### src/rtl/fpu_config_regs_if.sv
// CPU/FPU access bus for the FPU configuration register block.
// The design drives the slave-side outputs; a CPU/FPU model drives the master side.
interface fpu_config_regs_if;
  logic        cpu_wr_en;
  logic        cpu_rd_en;
  logic [31:0] cpu_addr;
  logic [31:0] cpu_wdata;
  logic [31:0] cpu_rdata;
  logic        cpu_rdata_valid;
  logic        cpu_wr_err;
  logic [31:0] address_mem;
  logic [31:0] data_mem;
  logic        mapped_data_valid;
  logic        load_config_start;
  logic        load_config_done;
  logic        busy;

  modport master (
    output cpu_wr_en, cpu_rd_en, cpu_addr, cpu_wdata, address_mem, load_config_done,
    input  cpu_rdata, cpu_rdata_valid, cpu_wr_err, data_mem, mapped_data_valid,
           load_config_start, busy
  );

  modport slave (
    input  cpu_wr_en, cpu_rd_en, cpu_addr, cpu_wdata, address_mem, load_config_done,
    output cpu_rdata, cpu_rdata_valid, cpu_wr_err, data_mem, mapped_data_valid,
           load_config_start, busy
  );
endinterface

### src/rtl/fpu_config_regs.sv
// CPU-programmed FPU configuration registers with a FPU-side read port and a
// start/busy/done handshake that kicks off the FPU configuration load.
module fpu_config_regs #(
  parameter logic [31:0] M_DIMS_ADDRESS     = 32'h1000_0000,
  parameter logic [31:0] M_START_ADDRESS    = 32'h1000_0020,
  parameter logic [31:0] M_FILTER_ADDRESS   = 32'h1000_0040,
  parameter logic [31:0] M_RESULT_ADDRESS   = 32'h1000_0100,
  parameter logic [31:0] M_STARTSIG_ADDRESS = 32'h1000_0120
) (
  input  logic               clk,
  input  logic               rst,
  fpu_config_regs_if.slave   bus
);

  localparam int unsigned DW = 32;
  localparam logic [31:0] FILTER0_ADDR = M_FILTER_ADDRESS;
  localparam logic [31:0] FILTER1_ADDR = M_FILTER_ADDRESS + 32'd4;
  localparam logic [31:0] FILTER2_ADDR = M_FILTER_ADDRESS + 32'd8;

  typedef enum logic [1:0] {
    S_IDLE    = 2'd0,
    S_START   = 2'd1,
    S_LOADING = 2'd2
  } state_e;

  state_e        state_q;
  logic [DW-1:0] dims_q, start_q, filter0_q, filter1_q, filter2_q, result_q;
  logic          done_sticky_q;
  logic          busy_q;
  logic          load_start_q;
  logic          wr_err_q;
  logic [DW-1:0] data_mem_q;
  logic          mapped_valid_q;
  logic [DW-1:0] cpu_rdata_q;
  logic          cpu_rdata_valid_q;

  logic [DW-1:0] status_w;
  logic          fpu_hit_d, cpu_hit_d;
  logic [DW-1:0] fpu_val_d, cpu_val_d;
  logic          wr_accept_d;
  logic          start_req_d;

  assign status_w = {30'b0, done_sticky_q, busy_q};

  // Full 32-bit address decode; anything else, including misaligned, is unmapped.
  function automatic logic [DW:0] rd_mux(input logic [31:0] a,
                                         input logic [DW-1:0] dims, strt, f0, f1, f2,
                                         input logic [DW-1:0] res, stat);
    logic [DW:0] r;
    r = '0;
    if      (a == M_DIMS_ADDRESS)     r = {1'b1, dims};
    else if (a == M_START_ADDRESS)    r = {1'b1, strt};
    else if (a == FILTER0_ADDR)       r = {1'b1, f0};
    else if (a == FILTER1_ADDR)       r = {1'b1, f1};
    else if (a == FILTER2_ADDR)       r = {1'b1, f2};
    else if (a == M_RESULT_ADDRESS)   r = {1'b1, res};
    else if (a == M_STARTSIG_ADDRESS) r = {1'b1, stat};
    return r;
  endfunction

  always_comb begin
    {fpu_hit_d, fpu_val_d} = rd_mux(bus.address_mem, dims_q, start_q, filter0_q,
                                    filter1_q, filter2_q, result_q, status_w);
    {cpu_hit_d, cpu_val_d} = rd_mux(bus.cpu_addr, dims_q, start_q, filter0_q,
                                    filter1_q, filter2_q, result_q, status_w);
    wr_accept_d = bus.cpu_wr_en & ~busy_q;
    start_req_d = wr_accept_d & (bus.cpu_addr == M_STARTSIG_ADDRESS) & bus.cpu_wdata[0];
  end

  // Reads sample pre-write register values, so a same-cycle write is seen one cycle later.
  always_ff @(posedge clk or posedge rst) begin
    if (rst) begin
      state_q           <= S_IDLE;
      dims_q            <= '0;
      start_q           <= '0;
      filter0_q         <= '0;
      filter1_q         <= '0;
      filter2_q         <= '0;
      result_q          <= '0;
      done_sticky_q     <= 1'b0;
      busy_q            <= 1'b0;
      load_start_q      <= 1'b0;
      wr_err_q          <= 1'b0;
      data_mem_q        <= '0;
      mapped_valid_q    <= 1'b0;
      cpu_rdata_q       <= '0;
      cpu_rdata_valid_q <= 1'b0;
    end else begin
      data_mem_q        <= fpu_hit_d ? fpu_val_d : '0;
      mapped_valid_q    <= fpu_hit_d;
      cpu_rdata_q       <= (bus.cpu_rd_en && cpu_hit_d) ? cpu_val_d : '0;
      cpu_rdata_valid_q <= bus.cpu_rd_en;
      wr_err_q          <= bus.cpu_wr_en & busy_q;

      if (wr_accept_d) begin
        if      (bus.cpu_addr == M_DIMS_ADDRESS)   dims_q    <= bus.cpu_wdata;
        else if (bus.cpu_addr == M_START_ADDRESS)  start_q   <= bus.cpu_wdata;
        else if (bus.cpu_addr == FILTER0_ADDR)     filter0_q <= bus.cpu_wdata;
        else if (bus.cpu_addr == FILTER1_ADDR)     filter1_q <= bus.cpu_wdata;
        else if (bus.cpu_addr == FILTER2_ADDR)     filter2_q <= bus.cpu_wdata;
        else if (bus.cpu_addr == M_RESULT_ADDRESS) result_q  <= bus.cpu_wdata;
      end

      // Load handshake: one-cycle start pulse, busy until the FPU reports done.
      case (state_q)
        S_IDLE: begin
          if (start_req_d) begin
            state_q       <= S_START;
            load_start_q  <= 1'b1;
            busy_q        <= 1'b1;
            done_sticky_q <= 1'b0;
          end
        end
        S_START: begin
          state_q      <= S_LOADING;
          load_start_q <= 1'b0;
        end
        S_LOADING: begin
          if (bus.load_config_done) begin
            state_q       <= S_IDLE;
            busy_q        <= 1'b0;
            done_sticky_q <= 1'b1;
          end
        end
        default: begin
          state_q      <= S_IDLE;
          load_start_q <= 1'b0;
          busy_q       <= 1'b0;
        end
      endcase
    end
  end

  assign bus.cpu_rdata         = cpu_rdata_q;
  assign bus.cpu_rdata_valid   = cpu_rdata_valid_q;
  assign bus.cpu_wr_err        = wr_err_q;
  assign bus.data_mem          = data_mem_q;
  assign bus.mapped_data_valid = mapped_valid_q;
  assign bus.load_config_start = load_start_q;
  assign bus.busy              = busy_q;

endmodule

### src/flat_wrapper.sv
// flat-port wrapper written by rule: the top's interface ports become plain ports
module fpu_config_regs_flat 
#(
  parameter logic [31:0] M_DIMS_ADDRESS     = 32'h1000_0000,
  parameter logic [31:0] M_START_ADDRESS    = 32'h1000_0020,
  parameter logic [31:0] M_FILTER_ADDRESS   = 32'h1000_0040,
  parameter logic [31:0] M_RESULT_ADDRESS   = 32'h1000_0100,
  parameter logic [31:0] M_STARTSIG_ADDRESS = 32'h1000_0120
)
  (clk, rst, bus_cpu_wr_en, bus_cpu_rd_en, bus_cpu_addr, bus_cpu_wdata, bus_address_mem, bus_load_config_done, bus_cpu_rdata, bus_cpu_rdata_valid, bus_cpu_wr_err, bus_data_mem, bus_mapped_data_valid, bus_load_config_start, bus_busy);
  fpu_config_regs_if bus_i ();
  input  logic clk;
  input  logic rst;
  input wire logic [$bits(bus_i.cpu_wr_en)-1:0] bus_cpu_wr_en;
  input wire logic [$bits(bus_i.cpu_rd_en)-1:0] bus_cpu_rd_en;
  input wire logic [$bits(bus_i.cpu_addr)-1:0] bus_cpu_addr;
  input wire logic [$bits(bus_i.cpu_wdata)-1:0] bus_cpu_wdata;
  input wire logic [$bits(bus_i.address_mem)-1:0] bus_address_mem;
  input wire logic [$bits(bus_i.load_config_done)-1:0] bus_load_config_done;
  output wire logic [$bits(bus_i.cpu_rdata)-1:0] bus_cpu_rdata;
  output wire logic [$bits(bus_i.cpu_rdata_valid)-1:0] bus_cpu_rdata_valid;
  output wire logic [$bits(bus_i.cpu_wr_err)-1:0] bus_cpu_wr_err;
  output wire logic [$bits(bus_i.data_mem)-1:0] bus_data_mem;
  output wire logic [$bits(bus_i.mapped_data_valid)-1:0] bus_mapped_data_valid;
  output wire logic [$bits(bus_i.load_config_start)-1:0] bus_load_config_start;
  output wire logic [$bits(bus_i.busy)-1:0] bus_busy;
  assign bus_i.cpu_wr_en = bus_cpu_wr_en;
  assign bus_i.cpu_rd_en = bus_cpu_rd_en;
  assign bus_i.cpu_addr = bus_cpu_addr;
  assign bus_i.cpu_wdata = bus_cpu_wdata;
  assign bus_i.address_mem = bus_address_mem;
  assign bus_i.load_config_done = bus_load_config_done;
  assign bus_cpu_rdata = bus_i.cpu_rdata;
  assign bus_cpu_rdata_valid = bus_i.cpu_rdata_valid;
  assign bus_cpu_wr_err = bus_i.cpu_wr_err;
  assign bus_data_mem = bus_i.data_mem;
  assign bus_mapped_data_valid = bus_i.mapped_data_valid;
  assign bus_load_config_start = bus_i.load_config_start;
  assign bus_busy = bus_i.busy;
  fpu_config_regs #(.M_DIMS_ADDRESS(M_DIMS_ADDRESS), .M_START_ADDRESS(M_START_ADDRESS), .M_FILTER_ADDRESS(M_FILTER_ADDRESS), .M_RESULT_ADDRESS(M_RESULT_ADDRESS), .M_STARTSIG_ADDRESS(M_STARTSIG_ADDRESS)) u_core (.clk(clk), .rst(rst), .bus(bus_i));
endmodule
### config.mk
export PLATFORM = sky130hd
export DESIGN_NAME = fpu_config_regs_flat
export DESIGN_NICKNAME = d
export VERILOG_FILES = /design/src/rtl/fpu_config_regs_if.sv /design/src/rtl/fpu_config_regs.sv /design/src/flat_wrapper.sv
export SDC_FILE = /design/constraint.sdc
export NUM_CORES = 1
export LEC_CHECK = 0
export CORE_ASPECT_RATIO = 1.5
export CORE_UTILIZATION = 45
export DETAILED_ROUTE_END_ITERATION = 16
export HOLD_SLACK_MARGIN = 0.03
export PLACE_DENSITY_LB_ADDON = 0.3
export SETUP_SLACK_MARGIN = 0.15
export SLEW_MARGIN = 10
export SYNTH_ARGS = -nofsm -noshare
export SYNTH_HDL_FRONTEND = slang
export SYNTH_SLANG_ARGS = --single-unit
### constraint.sdc
create_clock -name clk -period 12.65 [get_ports clk]
set_input_delay 3.1625 -clock clk [delete_from_list [all_inputs] [get_ports clk]]
set_output_delay 3.1625 -clock clk [all_outputs]
set_load 0.005 [all_outputs]
==> metrics.csv <==
stage,metric,value,unit
yosys,syn_area_per_cell,11.7,sq um
global_routing,grtUsageTotal,0.268,
floorplan,start_util,0.456,
sta,tightest_slew,990,ps
global_routing,antenna_found_initial,0,
finish,finalCoreUtilization,0.554,
worst_hold_path,hp-class,flop to flop,
setup_path,crit_chain,"clkdlybuf4s50_1, nor4_1, and4b_1, buf_4, nand3_1, or3_2, and4_1, buf_4, a211oi_1",
setup_path,crit_top_cell,buf_4,
sta,slew_viol_final,0,
setup_path,critPathBufInv,3,
clocking,clock-sinks,264,
setup_path,startpoint,bus_address_mem[24],
yosys,synth-edff-count,0,
sta,min_period,6510,ps
global_routing,gr-total-overflow,0,
worst_hold_path,hold-path-endpoint,u_core.filter1_q[18],
setup_path,crit_required,13080,ps
floorplan,die-area,29700,sq um
setup_path,slowest_delay,860,ps
clocking,clk_pin_slew,60,ps
setup_path,setup.worst_path.end_class,flop,
sta,finalClockSkew,9.77,ps
setup_path,cp_top_family,simple AND/OR/NAND/NOR gates,
yosys,synthesis.instances,1114,
global_routing,grt_max_degree,163,
sta,fmax,154,MHz
setup_path,path_max_fanout,35,
setup_path,r2r_end,u_core.filter1_q[3],
yosys,synthArstFlopShare,1.00,
clocking,postCtsSetupBuffers,0,
setup_path,criticalPathCategory,input pin to flop,
clocking,cts-root-buf,clkbuf_16,
routing,drc,0,
routing,num_vias,10461,
finish,fin_nets,1330,
setup_path,rr_startpoint,u_core.bus.busy,
setup_path,startpoint_type,input pin,
routing,dr.pass1.iters,5,
clocking,cts_tree,yes,
clocking,htreeDepth,1,
finish,area_growth,21.5,%
routing,viasPerCell,6.39,
yosys,yosysTopAreaCell,dfrtp_1,
yosys,yosys_register_bits,264,
finish,diodes,0,
power_and_ir_drop,leakage,6.84,nW
yosys,synth_area_leaders,"dfrtp_1 (51%), mux2_2 (14%), a21oi_1 (3.6%), a211oi_1 (3.6%), mux2_4 (3.5%)",
clocking,numCtsBuffers,25,
routing,wl_per_cell,24.2,microns
sta,timing.slew.headroom,0.339,
finish,drive_gt1_frac,0.237,
routing,antenna_left,0,
power_and_ir_drop,powerDensity,108,nW/um^2
yosys,synth_area,13100,sq um
global_routing,grt_pass1_vias,10603,
clocking,ctsHoldBuffers,0,
yosys,synth_fp_nets,1215,
clocking,cts_buffer_depth,3,
floorplan,pin_count,170,
job,cap_viol_max_count,0,
clocking,cts.repair.resized,0,
yosys,synth_top_area_share,0.506,
floorplan,rows,76,
worst_hold_path,hold_start,u_core.filter1_q[18],
placement,port_buffers,169,
run_status,status,"finished, final reports clean",
floorplan,die_w,141,microns
placement,gp_congestion,0.785,
sta,hold_viol,0,
global_routing,grt_pass1_wl,60800,microns
worst_hold_path,min_delay_path_depth,1,
setup_path,rr_worst_depth,5,
yosys,ys_seq_area_frac,0.506,
sta,finalSetupTns,0,ps
setup_path,arrival,6940,ps
setup_path,slowest_stage,or3_2,
floorplan,die_h,211,microns
yosys,ys.flop_type,dfrtp_1,
routing,finalWirelength,39500,microns
power_and_ir_drop,vdd_drop_max,82.8,uV
yosys,yosysUniqueCellTypes,49,
sta,fin_crit_sh,0.514,
sta,setup_viol,0,
floorplan,fp.coreArea,28600,sq um
clocking,clk_latency,540,ps
placement,hpwl,22600,microns
setup_path,r2r_slack,10300,ps
yosys,ys_warn_count,0,
routing,drtIter0Drc,1047,
sta,rsz0062_at_grt,false,
-- metrics by stage --
step | instances | hold slack [ps] | worst slack, ps | area (sq um) | total power [mW]
6_report | 1637 | 518 | 6140 | 15900 | 1.71
5_1_grt | 1637 | 525 | 5950 | 15900 | 1.75
4_1_cts | 1637 | 515 | 6210 | 15900 | 1.72
3_5_place_dp | 1592 | 501 | 5630 | 15000 | 0.941
3_3_place_gp | 1592 | 493 | 5850 | 15000 | 0.940
2_1_floorplan | 1114 | 465 | 2220 | 13100 | 0.887
-- flip-flops by register name, summed over array words and instances, names as in the netlist, 2 cells and up --
signal and flops:
u_core.result_q 32, u_core.bus.data_mem 32, u_core.filter1_q 32, u_core.dims_q 32
u_core.state_q 2, u_core.filter0_q 32, u_core.filter2_q 32, u_core.bus.cpu_rdata 32
u_core.start_q 32
-- routing by layer --
metal / vias to the layer above / part of all wire / global-route usage
met2: 526 / 0.49 / 0.453
met1: 5342 / 0.40 / 0.339
met5: - / 0 / 0
li1: 4466 / - / -
met3: 127 / 0.071 / 0.0373
met4: 0 / 0.041 / 0.124
-- report_power, final --
| group | internal, mW | switching [mW] | leakage [nW] |
|---|---|---|---|
| Clock | 0.454 | 0.329 | 0.419 |
| Combinational | 0.0338 | 0.0465 | 2.74 |
| Sequential | 0.844 | 0.0000365 | 3.68 |
| Total | 1.33 | 0.375 | 6.84 |
-- final cells by class --
| cell class | count | area, sq um |
|---|---|---|
| Timing Repair Buffer | 193 | 1870 |
| Inverter | 35 | 139 |
| Clock buffer | 34 | 709 |
| Multi-Input combinational cell | 710 | 5920 |
| Clock inverter | 11 | 136 |
| Tap cell | 390 | 488 |
| Sequential cell | 264 | 6610 |
| Fill cell | 2442 | 12800 |
-- Yosys cell counts, types with 5 or more instances --
cell / instances
mux2_2: 167
nor3_1: 13
or3_1: 5
and3_1: 7
nand4_1: 33
inv_1: 35
a21oi_1: 93
or4_1: 6
o31ai_1: 31
mux2_4: 30
nor4_1: 10
o221ai_1: 32
buf_1: 6
nand2_1: 11
nor2_1: 43
dfrtp_1: 264
nor2b_1: 34
a211oi_1: 62
a2111oi_0: 28
buf_2: 12
a221oi_1: 29
clkbuf_1: 82
mux2i_1: 32
-- worst register-to-register path, delay by kind of cell, from the launching register on --
kind,cells,cell delay [ps]
buffers and inverters,1,530
and+or+nand+nor,3,840
muxes,1,400
DFF,1,460
-- worst max-delay path by stage --
stage / end / cells past startpoint
global placement: u_core.bus.data_mem[11] / 9
global route: u_core.bus.data_mem[8] / 9
finish: u_core.bus.data_mem[5] / 9
CTS: u_core.bus.data_mem[5] / 9
floorplan: u_core.bus.busy / 1
detailed placement: u_core.bus.data_mem[5] / 9
-- layout by cell type (no fill, tap or decap), types with 5 or more instances in the layout --
cell | synthesis | layout
dfrtp_1 | 264 | 264
mux2_2 | 167 | 167
clkdlybuf4s50_1 | 0 | 166
a21oi_1 | 93 | 93
a211oi_1 | 62 | 62
nor2_1 | 43 | 40
nor2b_1 | 34 | 34
inv_1 | 35 | 34
nand4_1 | 33 | 33
o221ai_1 | 32 | 32
mux2i_1 | 32 | 32
o31ai_1 | 31 | 30
mux2_4 | 30 | 30
a221oi_1 | 29 | 29
a2111oi_0 | 28 | 28
clkbuf_16 | 0 | 25
buf_4 | 0 | 23
nand2_1 | 11 | 11
nor3_1 | 13 | 9
nor4_1 | 10 | 8
and3_1 | 7 | 6
clkinv_2 | 0 | 6
nor3_2 | 1 | 5
clkbuf_8 | 0 | 5
-- cell families (layout without fill, tap and decap cells) --
kind of cell    after synthesis  after routing  share of synthesized area
simple gates                191            191                     0.0866
flops                       264            264                      0.506
compound gates              288            288                      0.156
buf+inv                     140            273                     0.0463
mux                         231            231                      0.205
Note: power is estimated with default switching activity, not from simulation.
